File: config.mk
export PLATFORM = sky130hd
export DESIGN_NAME = alu_req_sched_flat
export DESIGN_NICKNAME = d
export VERILOG_FILES = /design/src/rtl/alu_req_sched_if.sv /design/src/rtl/alu_req_sched.sv /design/src/flat_wrapper.sv
export SDC_FILE = /design/constraint.sdc
export NUM_CORES = 1
export LEC_CHECK = 0
export BUFFER_PORTS_ARGS = -buffer_cell sky130_fd_sc_hd__clkbuf_2
export CORE_AREA = 2 2 53 105
export DETAILED_ROUTE_END_ITERATION = 12
export DIE_AREA = 0 0 55 107
export PLACE_DENSITY = 0.74
export SYNTH_ARGS = -nofsm -noshare
export SYNTH_HDL_FRONTEND = slang
export SYNTH_SLANG_ARGS = --single-unit
File: constraint.sdc
create_clock -name clk -period 1.7 [get_ports clk]
set_input_delay 0 -clock clk [delete_from_list [all_inputs] [get_ports clk]]
set_output_delay 0 -clock clk [all_outputs]
set_load 0.01 [all_outputs]
File: src/rtl/alu_req_sched_if.sv
// Bundle of requester, ALU-unit and response signals for alu_req_sched.
// The scheduler connects through the slave modport; the environment (hosts, ALU units, consumer) through master.
interface alu_req_sched_if #(
  parameter int DATA_W = 8,
  parameter int OUT_W  = 16
);
  logic              req0_valid;
  logic              req0_ready;
  logic [3:0]        req0_fun;
  logic [DATA_W-1:0] req0_a;
  logic [DATA_W-1:0] req0_b;

  logic              req1_valid;
  logic              req1_ready;
  logic [3:0]        req1_fun;
  logic [DATA_W-1:0] req1_a;
  logic [DATA_W-1:0] req1_b;

  logic [DATA_W-1:0] alu_a;
  logic [DATA_W-1:0] alu_b;
  logic [1:0]        alu_fun;
  logic              arith_en;
  logic              logic_en;
  logic              cmp_en;
  logic              shift_en;
  logic [OUT_W-1:0]  alu_result;
  logic              alu_flag;

  logic              rsp_valid;
  logic              rsp_ready;
  logic              rsp_id;
  logic [OUT_W-1:0]  rsp_data;
  logic              rsp_err;

  modport slave (
    input  req0_valid, req0_fun, req0_a, req0_b,
    output req0_ready,
    input  req1_valid, req1_fun, req1_a, req1_b,
    output req1_ready,
    output alu_a, alu_b, alu_fun, arith_en, logic_en, cmp_en, shift_en,
    input  alu_result, alu_flag,
    output rsp_valid, rsp_id, rsp_data, rsp_err,
    input  rsp_ready
  );

  modport master (
    output req0_valid, req0_fun, req0_a, req0_b,
    input  req0_ready,
    output req1_valid, req1_fun, req1_a, req1_b,
    input  req1_ready,
    input  alu_a, alu_b, alu_fun, arith_en, logic_en, cmp_en, shift_en,
    output alu_result, alu_flag,
    input  rsp_valid, rsp_id, rsp_data, rsp_err,
    output rsp_ready
  );
endinterface

File: src/rtl/alu_req_sched.sv
// Round-robin scheduler sharing one ALU datapath between two requesters, one operation in flight.
// Define ALU_SCHED_TIMEOUT_EN to add a WAIT watchdog that answers with rsp_err after TIMEOUT_CYC cycles.
module alu_req_sched #(
  parameter int DATA_W = 8,
  parameter int OUT_W  = 16
`ifdef ALU_SCHED_TIMEOUT_EN
  , parameter int TIMEOUT_CYC = 15
`endif
) (
  input logic           clk,
  input logic           rst,
  alu_req_sched_if.slave bus
);

  typedef enum logic [1:0] {IDLE, ISSUE, WAIT, RESP} state_t;

  state_t            state;
  logic              last;
  logic              grant;
  logic              any_valid;
  logic              accept;
  logic [3:0]        sel_fun;
  logic [DATA_W-1:0] sel_a;
  logic [DATA_W-1:0] sel_b;

  logic [DATA_W-1:0] a_q;
  logic [DATA_W-1:0] b_q;
  logic [1:0]        fun_q;
  logic [3:0]        en_q;
  logic              rsp_valid_q;
  logic              rsp_id_q;
  logic [OUT_W-1:0]  rsp_data_q;

`ifdef ALU_SCHED_TIMEOUT_EN
  localparam int CNT_W = $clog2(TIMEOUT_CYC + 1);
  logic [CNT_W-1:0] wait_cnt;
  logic             rsp_err_q;
`endif

  // On a tie the requester not served last time wins; otherwise the lone valid one.
  always_comb begin
    grant = 1'b0;
    if (bus.req0_valid && bus.req1_valid) begin
      grant = ~last;
    end else if (bus.req1_valid) begin
      grant = 1'b1;
    end
  end

  assign any_valid      = bus.req0_valid | bus.req1_valid;
  assign accept         = !rst && (state == IDLE) && any_valid;
  assign bus.req0_ready = accept && !grant;
  assign bus.req1_ready = accept && grant;

  assign sel_fun = grant ? bus.req1_fun : bus.req0_fun;
  assign sel_a   = grant ? bus.req1_a   : bus.req0_a;
  assign sel_b   = grant ? bus.req1_b   : bus.req0_b;

  always_ff @(posedge clk or posedge rst) begin
    if (rst) begin
      state       <= IDLE;
      last        <= 1'b1;
      a_q         <= '0;
      b_q         <= '0;
      fun_q       <= '0;
      en_q        <= '0;
      rsp_valid_q <= 1'b0;
      rsp_id_q    <= 1'b0;
      rsp_data_q  <= '0;
`ifdef ALU_SCHED_TIMEOUT_EN
      wait_cnt    <= '0;
      rsp_err_q   <= 1'b0;
`endif
    end else begin
      case (state)
        IDLE: begin
          if (accept) begin
            a_q      <= sel_a;
            b_q      <= sel_b;
            fun_q    <= sel_fun[1:0];
            en_q     <= 4'b0001 << sel_fun[3:2];
            rsp_id_q <= grant;
            last     <= grant;
            state    <= ISSUE;
          end
        end
        ISSUE: begin
          en_q  <= '0;
          state <= WAIT;
`ifdef ALU_SCHED_TIMEOUT_EN
          wait_cnt <= '0;
`endif
        end
        // Units clear their output once disabled, so the flagged cycle is the only capture chance.
        WAIT: begin
          if (bus.alu_flag) begin
            rsp_data_q  <= bus.alu_result;
            rsp_valid_q <= 1'b1;
            state       <= RESP;
`ifdef ALU_SCHED_TIMEOUT_EN
            rsp_err_q   <= 1'b0;
          end else if (wait_cnt == CNT_W'(TIMEOUT_CYC - 1)) begin
            rsp_data_q  <= '0;
            rsp_err_q   <= 1'b1;
            rsp_valid_q <= 1'b1;
            state       <= RESP;
          end else begin
            wait_cnt <= wait_cnt + 1'b1;
`endif
          end
        end
        RESP: begin
          if (bus.rsp_ready) begin
            rsp_valid_q <= 1'b0;
            state       <= IDLE;
`ifdef ALU_SCHED_TIMEOUT_EN
            rsp_err_q   <= 1'b0;
`endif
          end
        end
        default: state <= IDLE;
      endcase
    end
  end

  assign bus.alu_a     = a_q;
  assign bus.alu_b     = b_q;
  assign bus.alu_fun   = fun_q;
  assign bus.arith_en  = en_q[0];
  assign bus.logic_en  = en_q[1];
  assign bus.cmp_en    = en_q[2];
  assign bus.shift_en  = en_q[3];
  assign bus.rsp_valid = rsp_valid_q;
  assign bus.rsp_id    = rsp_id_q;
  assign bus.rsp_data  = rsp_data_q;
`ifdef ALU_SCHED_TIMEOUT_EN
  assign bus.rsp_err   = rsp_err_q;
`else
  assign bus.rsp_err   = 1'b0;
`endif

endmodule

File: src/flat_wrapper.sv
// flat-port wrapper written by rule: the top's interface ports become plain ports
module alu_req_sched_flat 
#(
  parameter int DATA_W = 8,
  parameter int OUT_W  = 16

)
  (clk, rst, bus_req0_valid, bus_req0_fun, bus_req0_a, bus_req0_b, bus_req0_ready, bus_req1_valid, bus_req1_fun, bus_req1_a, bus_req1_b, bus_req1_ready, bus_alu_a, bus_alu_b, bus_alu_fun, bus_arith_en, bus_logic_en, bus_cmp_en, bus_shift_en, bus_alu_result, bus_alu_flag, bus_rsp_valid, bus_rsp_id, bus_rsp_data, bus_rsp_err, bus_rsp_ready);
  alu_req_sched_if #(.DATA_W(DATA_W), .OUT_W(OUT_W)) bus_i ();
  input logic clk;
  input logic rst;
  input wire logic [$bits(bus_i.req0_valid)-1:0] bus_req0_valid;
  input wire logic [$bits(bus_i.req0_fun)-1:0] bus_req0_fun;
  input wire logic [$bits(bus_i.req0_a)-1:0] bus_req0_a;
  input wire logic [$bits(bus_i.req0_b)-1:0] bus_req0_b;
  output wire logic [$bits(bus_i.req0_ready)-1:0] bus_req0_ready;
  input wire logic [$bits(bus_i.req1_valid)-1:0] bus_req1_valid;
  input wire logic [$bits(bus_i.req1_fun)-1:0] bus_req1_fun;
  input wire logic [$bits(bus_i.req1_a)-1:0] bus_req1_a;
  input wire logic [$bits(bus_i.req1_b)-1:0] bus_req1_b;
  output wire logic [$bits(bus_i.req1_ready)-1:0] bus_req1_ready;
  output wire logic [$bits(bus_i.alu_a)-1:0] bus_alu_a;
  output wire logic [$bits(bus_i.alu_b)-1:0] bus_alu_b;
  output wire logic [$bits(bus_i.alu_fun)-1:0] bus_alu_fun;
  output wire logic [$bits(bus_i.arith_en)-1:0] bus_arith_en;
  output wire logic [$bits(bus_i.logic_en)-1:0] bus_logic_en;
  output wire logic [$bits(bus_i.cmp_en)-1:0] bus_cmp_en;
  output wire logic [$bits(bus_i.shift_en)-1:0] bus_shift_en;
  input wire logic [$bits(bus_i.alu_result)-1:0] bus_alu_result;
  input wire logic [$bits(bus_i.alu_flag)-1:0] bus_alu_flag;
  output wire logic [$bits(bus_i.rsp_valid)-1:0] bus_rsp_valid;
  output wire logic [$bits(bus_i.rsp_id)-1:0] bus_rsp_id;
  output wire logic [$bits(bus_i.rsp_data)-1:0] bus_rsp_data;
  output wire logic [$bits(bus_i.rsp_err)-1:0] bus_rsp_err;
  input wire logic [$bits(bus_i.rsp_ready)-1:0] bus_rsp_ready;
  assign bus_i.req0_valid = bus_req0_valid;
  assign bus_i.req0_fun = bus_req0_fun;
  assign bus_i.req0_a = bus_req0_a;
  assign bus_i.req0_b = bus_req0_b;
  assign bus_req0_ready = bus_i.req0_ready;
  assign bus_i.req1_valid = bus_req1_valid;
  assign bus_i.req1_fun = bus_req1_fun;
  assign bus_i.req1_a = bus_req1_a;
  assign bus_i.req1_b = bus_req1_b;
  assign bus_req1_ready = bus_i.req1_ready;
  assign bus_alu_a = bus_i.alu_a;
  assign bus_alu_b = bus_i.alu_b;
  assign bus_alu_fun = bus_i.alu_fun;
  assign bus_arith_en = bus_i.arith_en;
  assign bus_logic_en = bus_i.logic_en;
  assign bus_cmp_en = bus_i.cmp_en;
  assign bus_shift_en = bus_i.shift_en;
  assign bus_i.alu_result = bus_alu_result;
  assign bus_i.alu_flag = bus_alu_flag;
  assign bus_rsp_valid = bus_i.rsp_valid;
  assign bus_rsp_id = bus_i.rsp_id;
  assign bus_rsp_data = bus_i.rsp_data;
  assign bus_rsp_err = bus_i.rsp_err;
  assign bus_i.rsp_ready = bus_rsp_ready;
  alu_req_sched #(.DATA_W(DATA_W), .OUT_W(OUT_W)) u_core (.clk(clk), .rst(rst), .bus(bus_i));
endmodule
## Word-level counts from Yosys, hierarchy flattened

Index checks and enable logic that the tools add are counted.

| storage, ports and cells | value |
|---|---|
| register bits | 43 |
| input port bits | 62 |
| output and inout bits | 43 |
| logic and storage cells | 47 |

| cells by class | value |
|---|---|
| equality and inequality tests | 6 |
| shift operators | 1 |
| multiplexer cells | 14 |
| bitwise logic cells | 2 |
| reductions and logical operators | 15 |

Operators with widths:

| kind | count |
|---|---|
| 8-bit two-way mux | 2 |
| 4-bit two-way mux | 2 |
| 2-bit case mux with 4 select lines | 1 |
| 4-bit case mux with 2 select lines | 1 |
| 2-bit two-way mux | 3 |
| 2-bit AND reduction | 3 |
| 3-bit AND reduction | 2 |
| 1-bit logical AND | 5 |
| 2-bit == test, second input constant | 2 |
| 1-bit two-way mux | 4 |
| 2-bit != test, second input constant | 2 |
| 2-bit nonzero test | 2 |
| 1-bit by 2-bit left shift with 4-bit output, first input constant | 1 |
| 2-bit by 1-bit == test with 1-bit output, second input constant | 1 |
| 1-bit zero test | 2 |
| 2-bit zero test | 1 |
| 2-bit by 1-bit != test with 1-bit output, second input constant | 1 |
| 1-bit case mux with 2 select lines | 1 |
| 1-bit NOT | 1 |
| 1-bit bitwise OR | 1 |

## Depth between registers and ports, before layout

Gate-level depths: netlist of run 1.

| logic depth | value |
|---|---|
| depth in word-level cells | 6 |
| gate-level depth with buffers | 7 |
| mapped depth without buffers | 5 |

## Worst setup path before layout of run 1

Ideal clock, no wire load.

| timing path | value |
|---|---|
| path kind | reg2reg |
| from | register u_core.state[0] |
| to | register u_core.a_q[0] (netlist: u_core.bus.alu_a[0]) |
| library setup time | 0.126 ns |
| arrival | 1.454 ns |
| required time | 1.574 ns |
| slack | 0.120 ns |
| cell stages (with the launch flop) | 8 |
| path buffers | 2 |
| clock period less this slack | 1.580 ns |
| cell sequence | dfrtp_1 inv_1 ha_1 nand2b_1 buf_6 clkbuf_1 o21a_1 a221o_1 |

| between the ends | value |
|---|---|
| cells in the longest elaborated chain, start to end | 4 |

Ends and longest elaborated chain:

| what | line | RTL |
|---|---|---|
| start: declaration | alu_req_sched.sv:17 | `state_t state;` |
| start signal: assignment | alu_req_sched.sv:61 | `state <= IDLE;` |
| start signal: assignment | alu_req_sched.sv:84 | `state <= ISSUE;` |
| start signal: assignment | alu_req_sched.sv:89 | `state <= WAIT;` |
| 2-bit zero test (*) | alu_req_sched.sv:51, alu_req_sched.sv:75 |  |
| 1-bit logical AND (2 in series) | alu_req_sched.sv:51 | `assign accept = !rst && (state == IDLE) && any_valid;` |
| 2-bit AND reduction (no line) (*) | n/a |  |
| end signal: assignment | alu_req_sched.sv:78 | `a_q <= sel_a;` |
| end: declaration | alu_req_sched.sv:26 | `logic [DATA_W-1:0] a_q;` |

Every way passes the cells marked *; elsewhere a longest branch is shown, timed or not.
A chain may end at the register's enable or synchronous reset.

## Worst setup path after layout of run 1

| timing path | value |
|---|---|
| from | register u_core.state[0] |
| to | output port bus_req0_ready |

| between the ends | value |
|---|---|
| cells in the longest elaborated chain, start to end | 4 |

Ends and longest elaborated chain:

| what | line | RTL |
|---|---|---|
| 2-bit zero test | alu_req_sched.sv:51 |  |
| 1-bit logical AND (2 in series) | alu_req_sched.sv:51 |  |
| 1-bit logical AND | alu_req_sched.sv:52 | `assign bus.req0_ready = accept && !grant;` |
| end: declaration | flat_wrapper.sv:16 | `output wire logic [$bits(bus_i.req0_ready)-1:0] bus_req0_ready;` |

No other way between the ends.

==> metrics.csv, run 1 <==
metric;value;unit
GRT Total Usage;0.187;
final setup vio count;0;
syn nets;219;
critical path buffer and inverter count;3;
post-synthesis cell area;2000;um^2
Core ar.;5090;um^2
Synth Warn #;0;
met3 usage;0.0348;
async set-or-reset flop fraction in the synthesized netlist;1.00;
Reg-to-Reg Start;u_core.state[0];
Vias;1869;
Endpoint, Worst Hold;u_core.bus.rsp_valid;
TritonCTS Sinks;43;
met2 global-route usage;0.355;
R2R Path End;u_core.state[1];
I/O pin count;105;
fmax;626;MHz
Initial Util;0.392;
worst path cell trace;inv_1, ha_4, nand2b_4, nor3b_4, buf_12, clkbuf_2;
routed len/inst;14.1;um
Leakage;1.65;nW
EDFF count, synth;0;
critical path depth;6;
simple-gate share of the synthesized area;0.0576;
NumNets Final;383;
area grow syn2layout;64.4;%
WHS;0.0239;ns
Rows;37;
vias in the first global route;1968;
CP max stage delay;0.42;ns
flops & latches, synth;43;
clock period minus worst slack;1.60;ns
Tot Pwr;0.00464;W
post-synth cell types;29;
worst min path class;in -> reg;
share of cells above drive strength 1;0.469;
Tcrit/Tclk final;0.940;
CP endpoint kind;output pin;
Fin Clk Skew;0.00611;ns
post-synthesis mux area share;0.118;
synthesized instance count;153;
Final Hold Fails;0;
placed wire-length estimate;3500;um
Area after DPL;2620;um^2
GRT overflow;0;
H-Tree Level Count;2;
post-route cell area;3290;um^2
Slew Viols, Final;0;
hold path startpoint;bus_rsp_ready;
clk root buf;clkbuf_8;
Synth Area per Inst;13.1;um^2
Compound-Gate Fraction of Synth Area;0.212;
routing usage on met1;0.182;
number of max-cap violations;0;
IO Port Bufs;103;
drt first pass iters;4;
run status;finished clean;
CTS max path bufs;2;
antenna cells;0;
DR iter-0 viols;42;
crit path DAT;1.60;ns
power density over cell area;1410;nW/um^2
Worst Path Max Fanout;7;
unrepaired setup endpoints after global routing;no;
vias per inst;4.97;
CTS tree;done;
sequential fraction of the synthesis area;0.539;
DIE AREA;5890;um^2
peak supply drop;928;uV
Synth Flop Type;dfrtp_1;
DRC errors left;0;
largest net degree at the start of global routing;22;
Worst Hold Depth;3;
Synth Area in Adders;0.0250;
first-pass GRT wire length;8160;um
Routability Congestion;0.742;
Worst Path Class, Setup;reg -> out;
Critical Path RT;1.70;ns
crit-path leading delay family;flip-flops;
XOR/XNOR share of the synthesized area;0;
die width;55;um
Final ANT Viol Nets;0;
main combinational cell family by area after synthesis;compound AO/OA/AOI/OAI gates;
gr busiest metal;met2;
chip height;107;um
initial antenna violation count;0;
flop2flop setup slack;0.10;ns
clock-pin slew on the worst setup and hold paths;0.08;ns
number of buffers created by CTS;5;
Crit-path slowest cell;dfrtp_1;
total length of routed wires;5280;um
reg2reg path depth;5;
CP Launch Type;flop;
worst skew pair latency;0.29;ns
==> how the worst max path moves through the flow <==
stage / startpoint / endpoint / slack, ns
floorplan: u_core.state[0] / u_core.bus.alu_a[0] / 0.12
global placement: u_core.state[0] / u_core.bus.alu_a[4] / 0.04
detailed placement: u_core.state[0] / u_core.bus.alu_a[7] / -0.02
CTS: u_core.state[1] / bus_req0_ready / 0.01
global route: u_core.state[0] / bus_req0_ready / 0.01
finish: u_core.state[0] / bus_req0_ready / 0.10
==> synthesized netlist by cell type (2+ instances only) <==
library cell  count  area, um^2
mux2i_1           3        30.0
nand2_1           4        15.0
a22o_1            5        43.8
dfrtp_1          42        1050
buf_2             4        20.0
nor2_1            4        15.0
buf_6             3        33.8
a221o_1          18         180
a21o_1            2        15.0
inv_1             5        18.8
o21a_1           18         135
nand2b_1          6        37.5
mux2_2           17         191
clkbuf_1          3        11.3
nor2b_1           2        12.5
ha_1              4        50.1
==> metal layers <==
metal | wire length [um] | part of all wire
met1 | 1770 | 0.33
met4 | 69 | 0.013
met2 | 3140 | 0.59
met3 | 310 | 0.059
met5 | 0 | 0
==> final cells by class <==
class	count	area [um^2]
clock buffers	8	80.1
fillers	416	1810
inverters	5	18.8
multi-input cells	94	863
flip-flops and latches	43	1080
well taps	58	72.6
repair buffers	168	1170
==> what timing repair did <==
| action | 4_1_cts | 5_1_grt |
|---|---|---|
| setup buffers | 2 | 1 |
| hold buffers | 53 | 0 |
| endpoints found under the hold margin | 51 | 0 |
| pin swaps | 1 | 2 |
| endpoints found under the setup margin | 20 | 21 |
| resized for setup | 3 | 5 |
| cloned | 0 | 0 |
==> power breakdown <==
part           leakage [nW]  internal, W  switching [W]
clock network        0.0395     0.000292       0.000315
logic                  1.09      0.00123       0.000997
registers             0.527      0.00152       0.000274
total                  1.65      0.00305        0.00159
==> cells in the final DEF, fill, tap and decap left out, drive strengths merged, types with 2 or more instances in the layout <==
cell,synthesis,routed
mux2i,3,3
nor2,4,4
a221o,18,18
a21o,2,2
a22o,5,5
nand2,4,4
ha,4,4
o21a,18,18
nand2b,6,6
mux2,18,18
dfrtp,42,42
buf,8,12
dlygate4sd3,0,53
clkbuf,3,111
inv,5,5
nor2b,2,2
==> cells by family after synthesis <==
group | after synthesis
mux | 21
fa+ha+maj | 4
compound gates | 49
other cells | 1
flops | 43
simple gates | 19
buf+inv | 16
==> sequential cells by signal, indices dropped and copies added, names as in the netlist <==
| register | count |
|---|---|
| u_core.bus.alu_a | 8 |
| u_core.en_q | 4 |
| u_core.bus.rsp_valid | 1 |
| u_core.bus.rsp_data | 16 |
| u_core.state | 2 |
| u_core.bus.alu_fun | 2 |
| u_core.last | 1 |
| u_core.bus.alu_b | 8 |
| u_core.bus.rsp_id | 1 |
==> worst reg2reg max path, cell delays in order (launching register included) <==
cell	delay [ns]
dfrtp_1	0.40
inv_1	0.11
ha_4	0.18
buf_4	0.14
a221oi_2	0.28
mux2_2	0.37
==> stage by stage <==
stage | utilization | setup TNS [ns] | instances | worst slack (ns)
after floorplan | - | 0 | 153 | 0.120
after global placement | 0.514 | 0 | 312 | 0.0415
after detailed placement | 0.514 | -0.197 | 312 | -0.0172
after CTS | 0.639 | 0 | 375 | 0.0112
after global routing | 0.645 | 0 | 376 | 0.0121
final | 0.645 | 0 | 376 | 0.102
Note: power is estimated with default switching activity, not from simulation.
==> run 2, diff against run 1 <==
--- a/config.mk
+++ b/config.mk
@@ -6,10 +6,12 @@
 export NUM_CORES = 1
 export LEC_CHECK = 0
 export BUFFER_PORTS_ARGS = -buffer_cell sky130_fd_sc_hd__clkbuf_2
+export CAP_MARGIN = 20
 export CORE_AREA = 2 2 53 105
 export DETAILED_ROUTE_END_ITERATION = 12
 export DIE_AREA = 0 0 55 107
 export PLACE_DENSITY = 0.74
+export SETUP_SLACK_MARGIN = 0.4
 export SYNTH_ARGS = -nofsm -noshare
 export SYNTH_HDL_FRONTEND = slang
 export SYNTH_SLANG_ARGS = --single-unit
==> run 2 against run 1 <==
  * Die area stayed put
  * Clock skew is 0.0021 ns lower
  * Non-clock buffer count is 12 higher
  * Sequential power hardly changed
  * Critical path depth is 1 higher
  * First-iteration DRC count is 31% lower
  * Critical path type is now reg -> reg
  * Largest cell class unchanged
  * Largest power group unchanged
==> metrics.csv, run 2 (synthesized netlist as in run 1, its figures left out) <==
metric;value;unit
run status;finished clean;
R2R Path End;u_core.bus.alu_a[7];
Crit-path slowest cell;dfrtp_1;
Sw Ratio;0.349;
placed wire-length estimate;3610;um
CP endpoint kind;flop;
Rows;37;
Reg-to-Reg Start;u_core.state[1];
IO Port Bufs;103;
worst path cell trace;inv_2, ha_4, nand2b_4, buf_4, buf_16, o21a_1, a221o_1;
power density over cell area;1450;nW/um^2
first-pass GRT wire length;9570;um
chip height;107;um
vias in the first global route;2057;
reg2reg path depth;7;
largest net degree at the start of global routing;25;
FF/Latch Area;1080;um^2
antenna cells;0;
worst setup margin;0.106;ns
area grow syn2layout;80.8;%
Endpoint, Worst Hold;u_core.bus.rsp_valid;
post-route setup TNS;0;ns
NumNets Final;396;
clk root buf;clkbuf_8;
total length of routed wires;6300;um
clock power share;0.125;
fmax;627;MHz
P_int;0.00342;W
CTS max path bufs;2;
DRC errors left;0;
worst min path class;in -> reg;
worst skew pair latency;0.29;ns
Slew Viols, Final;0;
Final ANT Viol Nets;0;
post-placement cell count;308;
fin cells;389;
number of buffers created by CTS;5;
GRT Total Usage;0.224;
die width;55;um
routed len/inst;16.2;um
flop2flop setup slack;0.11;ns
critical path buffer and inverter count;3;
clock period minus worst slack;1.59;ns
crit path DAT;1.76;ns
Fin Clk Skew;0.00398;ns
Vias;1976;
Core ar.;5090;um^2
measured slew at the worst slew-check pin;0.827;ns
drt first pass iters;4;
H-Tree Level Count;2;
DIE AREA;5890;um^2
Final Hold Fails;0;
most common cell after layout, fill and taps aside;clkbuf_2;
Critical Path RT;1.87;ns
combinational power share;0.530;
DR iter-0 viols;29;
Tot Pwr;0.00525;W
Largest register FFs;16;
peak supply drop;1030;uV
hold path startpoint;bus_rsp_ready;
Worst Path Max Fanout;11;
WHS;0.0434;ns
Initial Util;0.392;
crit-path leading delay family;compound AO/OA/AOI/OAI gates;
initial antenna violation count;0;
TritonCTS Sinks;43;
vias per inst;5.08;
dpl ws;0.0452;ns
share of cells above drive strength 1;0.511;
Leakage;1.78;nW
CP max stage delay;0.41;ns
Switch Pwr;0.00183;W
I/O pin count;105;
fill count;362;
Worst Hold Depth;3;
area of the multi-input gates;980;um^2
unrepaired setup endpoints after global routing;yes;
Routability Congestion;0.751;
GRT overflow;0;
relative max-transition margin;0.447;
Worst Path Class, Setup;reg -> reg;
final setup vio count;0;
CP Launch Type;flop;
most frequent cells in the layout;clkbuf_2 (101), dlygate4sd3_1 (54), dfrtp_1 (42);
Tcrit/Tclk final;0.938;
clock-pin slew on the worst setup and hold paths;0.08;ns
share of power burned in registers;0.345;
CTS tree;done;
number of max-cap violations;0;
run 2: cell types whose count changed in the layout (fill, tap and decap cells not counted), sizes merged:
cell,delta
nand2,+1
clkbuf,-1
dlygate4sd3,+1
buf,+11
clkinv,+1
run 2: metal layers:
metal / up-vias / track usage / routed length (um)
met1: 960 / 0.234 / 2140
met4: 0 / 0.0767 / 150
met2: 84 / 0.414 / 3670
met3: 10 / 0.0404 / 334
met5: - / 0 / 0
li1: 922 / - / -
run 2: worst max path at each step:
stage | from | end | slack (ns) | cells past startpoint
2_1_floorplan | u_core.state[0] | u_core.bus.alu_a[0] | 0.15 | 7
3_3_place_gp | u_core.state[1] | u_core.bus.alu_a[4] | 0.13 | 7
3_5_place_dp | u_core.state[1] | u_core.bus.alu_a[6] | 0.05 | 7
4_1_cts | u_core.state[0] | bus_req0_ready | 0.08 | 7
5_1_grt | u_core.state[0] | u_core.bus.alu_a[7] | 0.05 | 8
6_report | u_core.state[1] | u_core.bus.alu_a[7] | 0.11 | 7
run 2: final cells by class:
cell class	instances	share of cell area
Tap cell	58	0.0201
Inverter	5	0.00519
Sequential cell	43	0.298
Clock buffer	7	0.0239
Clock inverter	1	0.00139
Timing Repair Buffer	180	0.380
Multi-Input combinational cell	95	0.271
run 2: through the flow:
step / instance area [um^2] / util
2_1_floorplan: 2030 / -
3_3_place_gp: 2620 / 0.514
3_5_place_dp: 2620 / 0.514
4_1_cts: 3450 / 0.677
5_1_grt: 3610 / 0.710
6_report: 3610 / 0.710
run 2: power groups by stage:
stage               Combinational (W)  Clock (W)  Sequential [W]
floorplan                     0.00109          0         0.00200
global placement              0.00197          0         0.00180
detailed placement            0.00203          0         0.00183
CTS                           0.00255   0.000679         0.00181
global route                  0.00301   0.000736         0.00188
finish                        0.00278   0.000656         0.00181
run 2: timing repair:
item,CTS,global route
hold buffers,54,0
cloned,2,2
pin swaps,8,7
gates resized for setup,18,16
buffers inserted,10,5
hold endpoints to repair,53,0
endpoints found under the setup margin,44,44
run 2: worst register-to-register path: cells and delay by family, from the launching register on:
family | cells | cell delay (ns)
compound gates | 2 | 0.47
fa+ha+maj | 1 | 0.15
buf+inv | 3 | 0.38
flops | 1 | 0.41
simple gates | 1 | 0.07
==> run 3, diff against run 2 <==
--- a/config.mk
+++ b/config.mk
@@ -5,11 +5,12 @@
 export SDC_FILE = /design/constraint.sdc
 export NUM_CORES = 1
 export LEC_CHECK = 0
+export ABC_AREA = 1
 export BUFFER_PORTS_ARGS = -buffer_cell sky130_fd_sc_hd__clkbuf_2
 export CAP_MARGIN = 20
-export CORE_AREA = 2 2 53 105
+export CORE_AREA = 2 2 54 106
 export DETAILED_ROUTE_END_ITERATION = 12
-export DIE_AREA = 0 0 55 107
+export DIE_AREA = 0 0 56 108
 export PLACE_DENSITY = 0.74
 export SETUP_SLACK_MARGIN = 0.4
 export SYNTH_ARGS = -nofsm -noshare
==> run 3 against run 2 <==
  * The flow now finishes with violations (hold timing)
  * Clock skew is 0.0011 ns higher
  * Largest cell class is now sequential cells
  * Wire length shrank 4.4%
  * Clock power down 2%
  * Clock-buffer cell count fell by 1
  * Power decreased by 13%
  * Worst setup slack better by 0.19 ns
==> metrics.csv, run 3 <==
metric;value;unit
routed len/inst;12.5;um
WHS;-0.000756;ns
CP endpoint kind;output pin;
GRT Total Usage;0.205;
chip height;108;um
run status;finished, violations left;
peak supply drop;1070;uV
flop2flop setup slack;0.32;ns
most common cell after layout, fill and taps aside;nand2_1;
Worst Path Max Fanout;3;
worst min path class;in -> reg;
number of max-cap violations;0;
clock-pin slew on the worst setup and hold paths;0.08;ns
power density over cell area;1440;nW/um^2
Worst Hold Depth;5;
Routability Congestion;0.781;
post-route setup TNS;0;ns
CP most frequent cell;inv_2;
top post-synthesis cells by area;dfrtp_1 (50%), nand2_1 (33%), nand3_1 (3.4%);
critical path buffer and inverter count;4;
worst skew pair latency;0.29;ns
worst path cell trace;inv_2, ha_4, inv_2, nor2_4, nand2_2, inv_1, clkbuf_2;
unrepaired setup endpoints after global routing;yes;
hold path startpoint;bus_req1_fun[1];
area grow syn2layout;51.7;%
Core ar.;5180;um^2
WL met2;3410;um
DR iter-0 viols;104;
NumNets Final;490;
crit path DAT;1.40;ns
Worst Path Class, Setup;reg -> out;
Rows;37;
GRT overflow;0;
antenna cells;0;
post-synthesis cell area;2090;um^2
IO Port Bufs;103;
Synth area leader;dfrtp_1;
Largest register FFs;16;
Synth Flop Type;dfrtp_1;
first-pass GRT wire length;9820;um
Crit-path slowest cell;dfrtp_1;
vias per inst;4.65;
Tcrit/Tclk final;0.823;
area of the multi-input gates;953;um^2
DRC errors left;0;
FF/Latch Area;1080;um^2
post-synth top area share;0.503;
cell with the most instances after synthesis;nand2_1;
Synth Area per Inst;7.36;um^2
CTS max path bufs;2;
async set-or-reset flop fraction in the synthesized netlist;1.00;
Initial Util;0.403;
I/O pin count;105;
DIE AREA;6050;um^2
syn nets;350;
Reg-to-Reg Start;u_core.state[1];
CP Launch Type;flop;
most frequent cells in the layout;nand2_1 (178), clkbuf_2 (102), dfrtp_1 (42);
clk root buf;clkbuf_8;
most frequent cells after synthesis;nand2_1 (186), dfrtp_1 (42), nand3_1 (14);
TritonCTS Sinks;43;
Leakage;1.93;nW
fin cells;482;
Final Hold Fails;1;
reg2reg path depth;8;
sequential fraction of the synthesis area;0.516;
M1 WL;2160;um
placed wire-length estimate;4060;um
R2R Path End;u_core.bus.alu_b[2];
metal3 WL;312;um
Vias;2241;
Endpoint, Worst Hold;u_core.bus.alu_fun[1];
EDFF count, synth;0;
post-route cell area;3170;um^2
final setup vio count;0;
die width;56;um
total length of routed wires;6020;um
initial antenna violation count;0;
post-placement cell count;439;
fill count;486;
clock period minus worst slack;1.40;ns
Synth Warn #;0;
synthesized instance count;284;
post-synth cell types;19;
vias in the first global route;2282;
H-Tree Level Count;2;
Final ANT Viol Nets;0;
CP max stage delay;0.40;ns
DR top layer;met4;
Fin Clk Skew;0.00507;ns
Critical Path RT;1.70;ns
flops & latches, synth;43;
share of cells above drive strength 1;0.356;
failing checks;hold timing;
Slew Viols, Final;0;
largest net degree at the start of global routing;24;
CTS tree;done;
crit-path leading delay family;flip-flops;
fmax;715;MHz
Area after DPL;2650;um^2
drt first pass iters;4;
number of buffers created by CTS;5;
## run 3: cell types whose count changed in the layout (fill, tap and decap cells not counted), moves of 3 or more
| cell | delta |
|---|---|
| a221o_1 | -18 |
| nand2_4 | +3 |
| inv_1 | +7 |
| nand2b_1 | -5 |
| a22o_1 | -5 |
| buf_12 | -5 |
| mux2i_1 | -3 |
| nand2_1 | +175 |
| dlygate4sd3_1 | -30 |
| nand2_2 | +7 |
| nand3_1 | +14 |
| mux2_2 | -16 |
| o21a_1 | -18 |
## run 3: cell type report
type / count / area share
clock inverter: 1 / 0.00158
sequential: 43 / 0.340
tap: 58 / 0.0229
multi-input combinational: 215 / 0.301
timing repair buffer: 141 / 0.280
inverter: 17 / 0.0268
clock buffer: 6 / 0.0261
timing repair inverter: 1 / 0.00237
## run 3: what timing repair did
action                                  CTS  global route
gates resized for setup                  16            15
hold buffers                             24             0
buffers inserted                          8             2
hold endpoints to repair                 41             0
endpoints found under the setup margin   44            45
gates cloned                              2             0
pin swaps                                 3             1
## run 3: metal layers
layer / vias up / GRT usage
li1: 1132 / -
met1: 1024 / 0.200
met2: 73 / 0.412
met3: 12 / 0.0455
met4: 0 / 0.0612
met5: - / 0
## run 3: cells by family after synthesis
| group | synth area share |
|---|---|
| DFF | 0.516 |
| AOI/OAI and AO/OA | 0.00479 |
| other | 0.00179 |
| buffers and inverters | 0.0653 |
| adders and majority gates | 0.0240 |
| and+or+nand+nor | 0.389 |
## run 3: report_power, final
part	switching, W	internal, W
Sequential	0.000263	0.00149
Clock	0.000323	0.000319
Combinational	0.00125	0.000925
Total	0.00183	0.00273
## run 3: through the flow
stage,setup slack [ns],util,hold slack (ns),total power [W]
CTS,0.266,0.601,0.00197,0.00453
floorplan,0.416,-,0.110,0.00288
global placement,0.200,0.511,0.0792,0.00354
global route,0.239,0.611,0.0178,0.00494
detailed placement,0.116,0.511,0.0845,0.00360
finish,0.301,0.611,-0.000756,0.00457
## run 3: worst reg2reg max path, delay by kind of cell, from the launching register on
kind	cells	cell delay (ns)
AND/OR/NAND/NOR	4	0.43
flip-flops	1	0.40
buffers and inverters	3	0.30
adder cells (fa/ha/maj)	1	0.14
## run 3: how the worst max path moves through the flow
stage,slack (ns),endpoint,cells past startpoint,from
after floorplan,0.42,u_core.bus.alu_a[0],9,u_core.state[0]
after global placement,0.20,u_core.bus.alu_b[5],8,u_core.state[0]
after detailed placement,0.12,u_core.bus.alu_a[6],8,u_core.state[0]
after CTS,0.27,bus_req0_ready,7,u_core.state[1]
after global routing,0.24,bus_req1_ready,7,u_core.state[1]
final,0.30,bus_req1_ready,7,u_core.state[1]
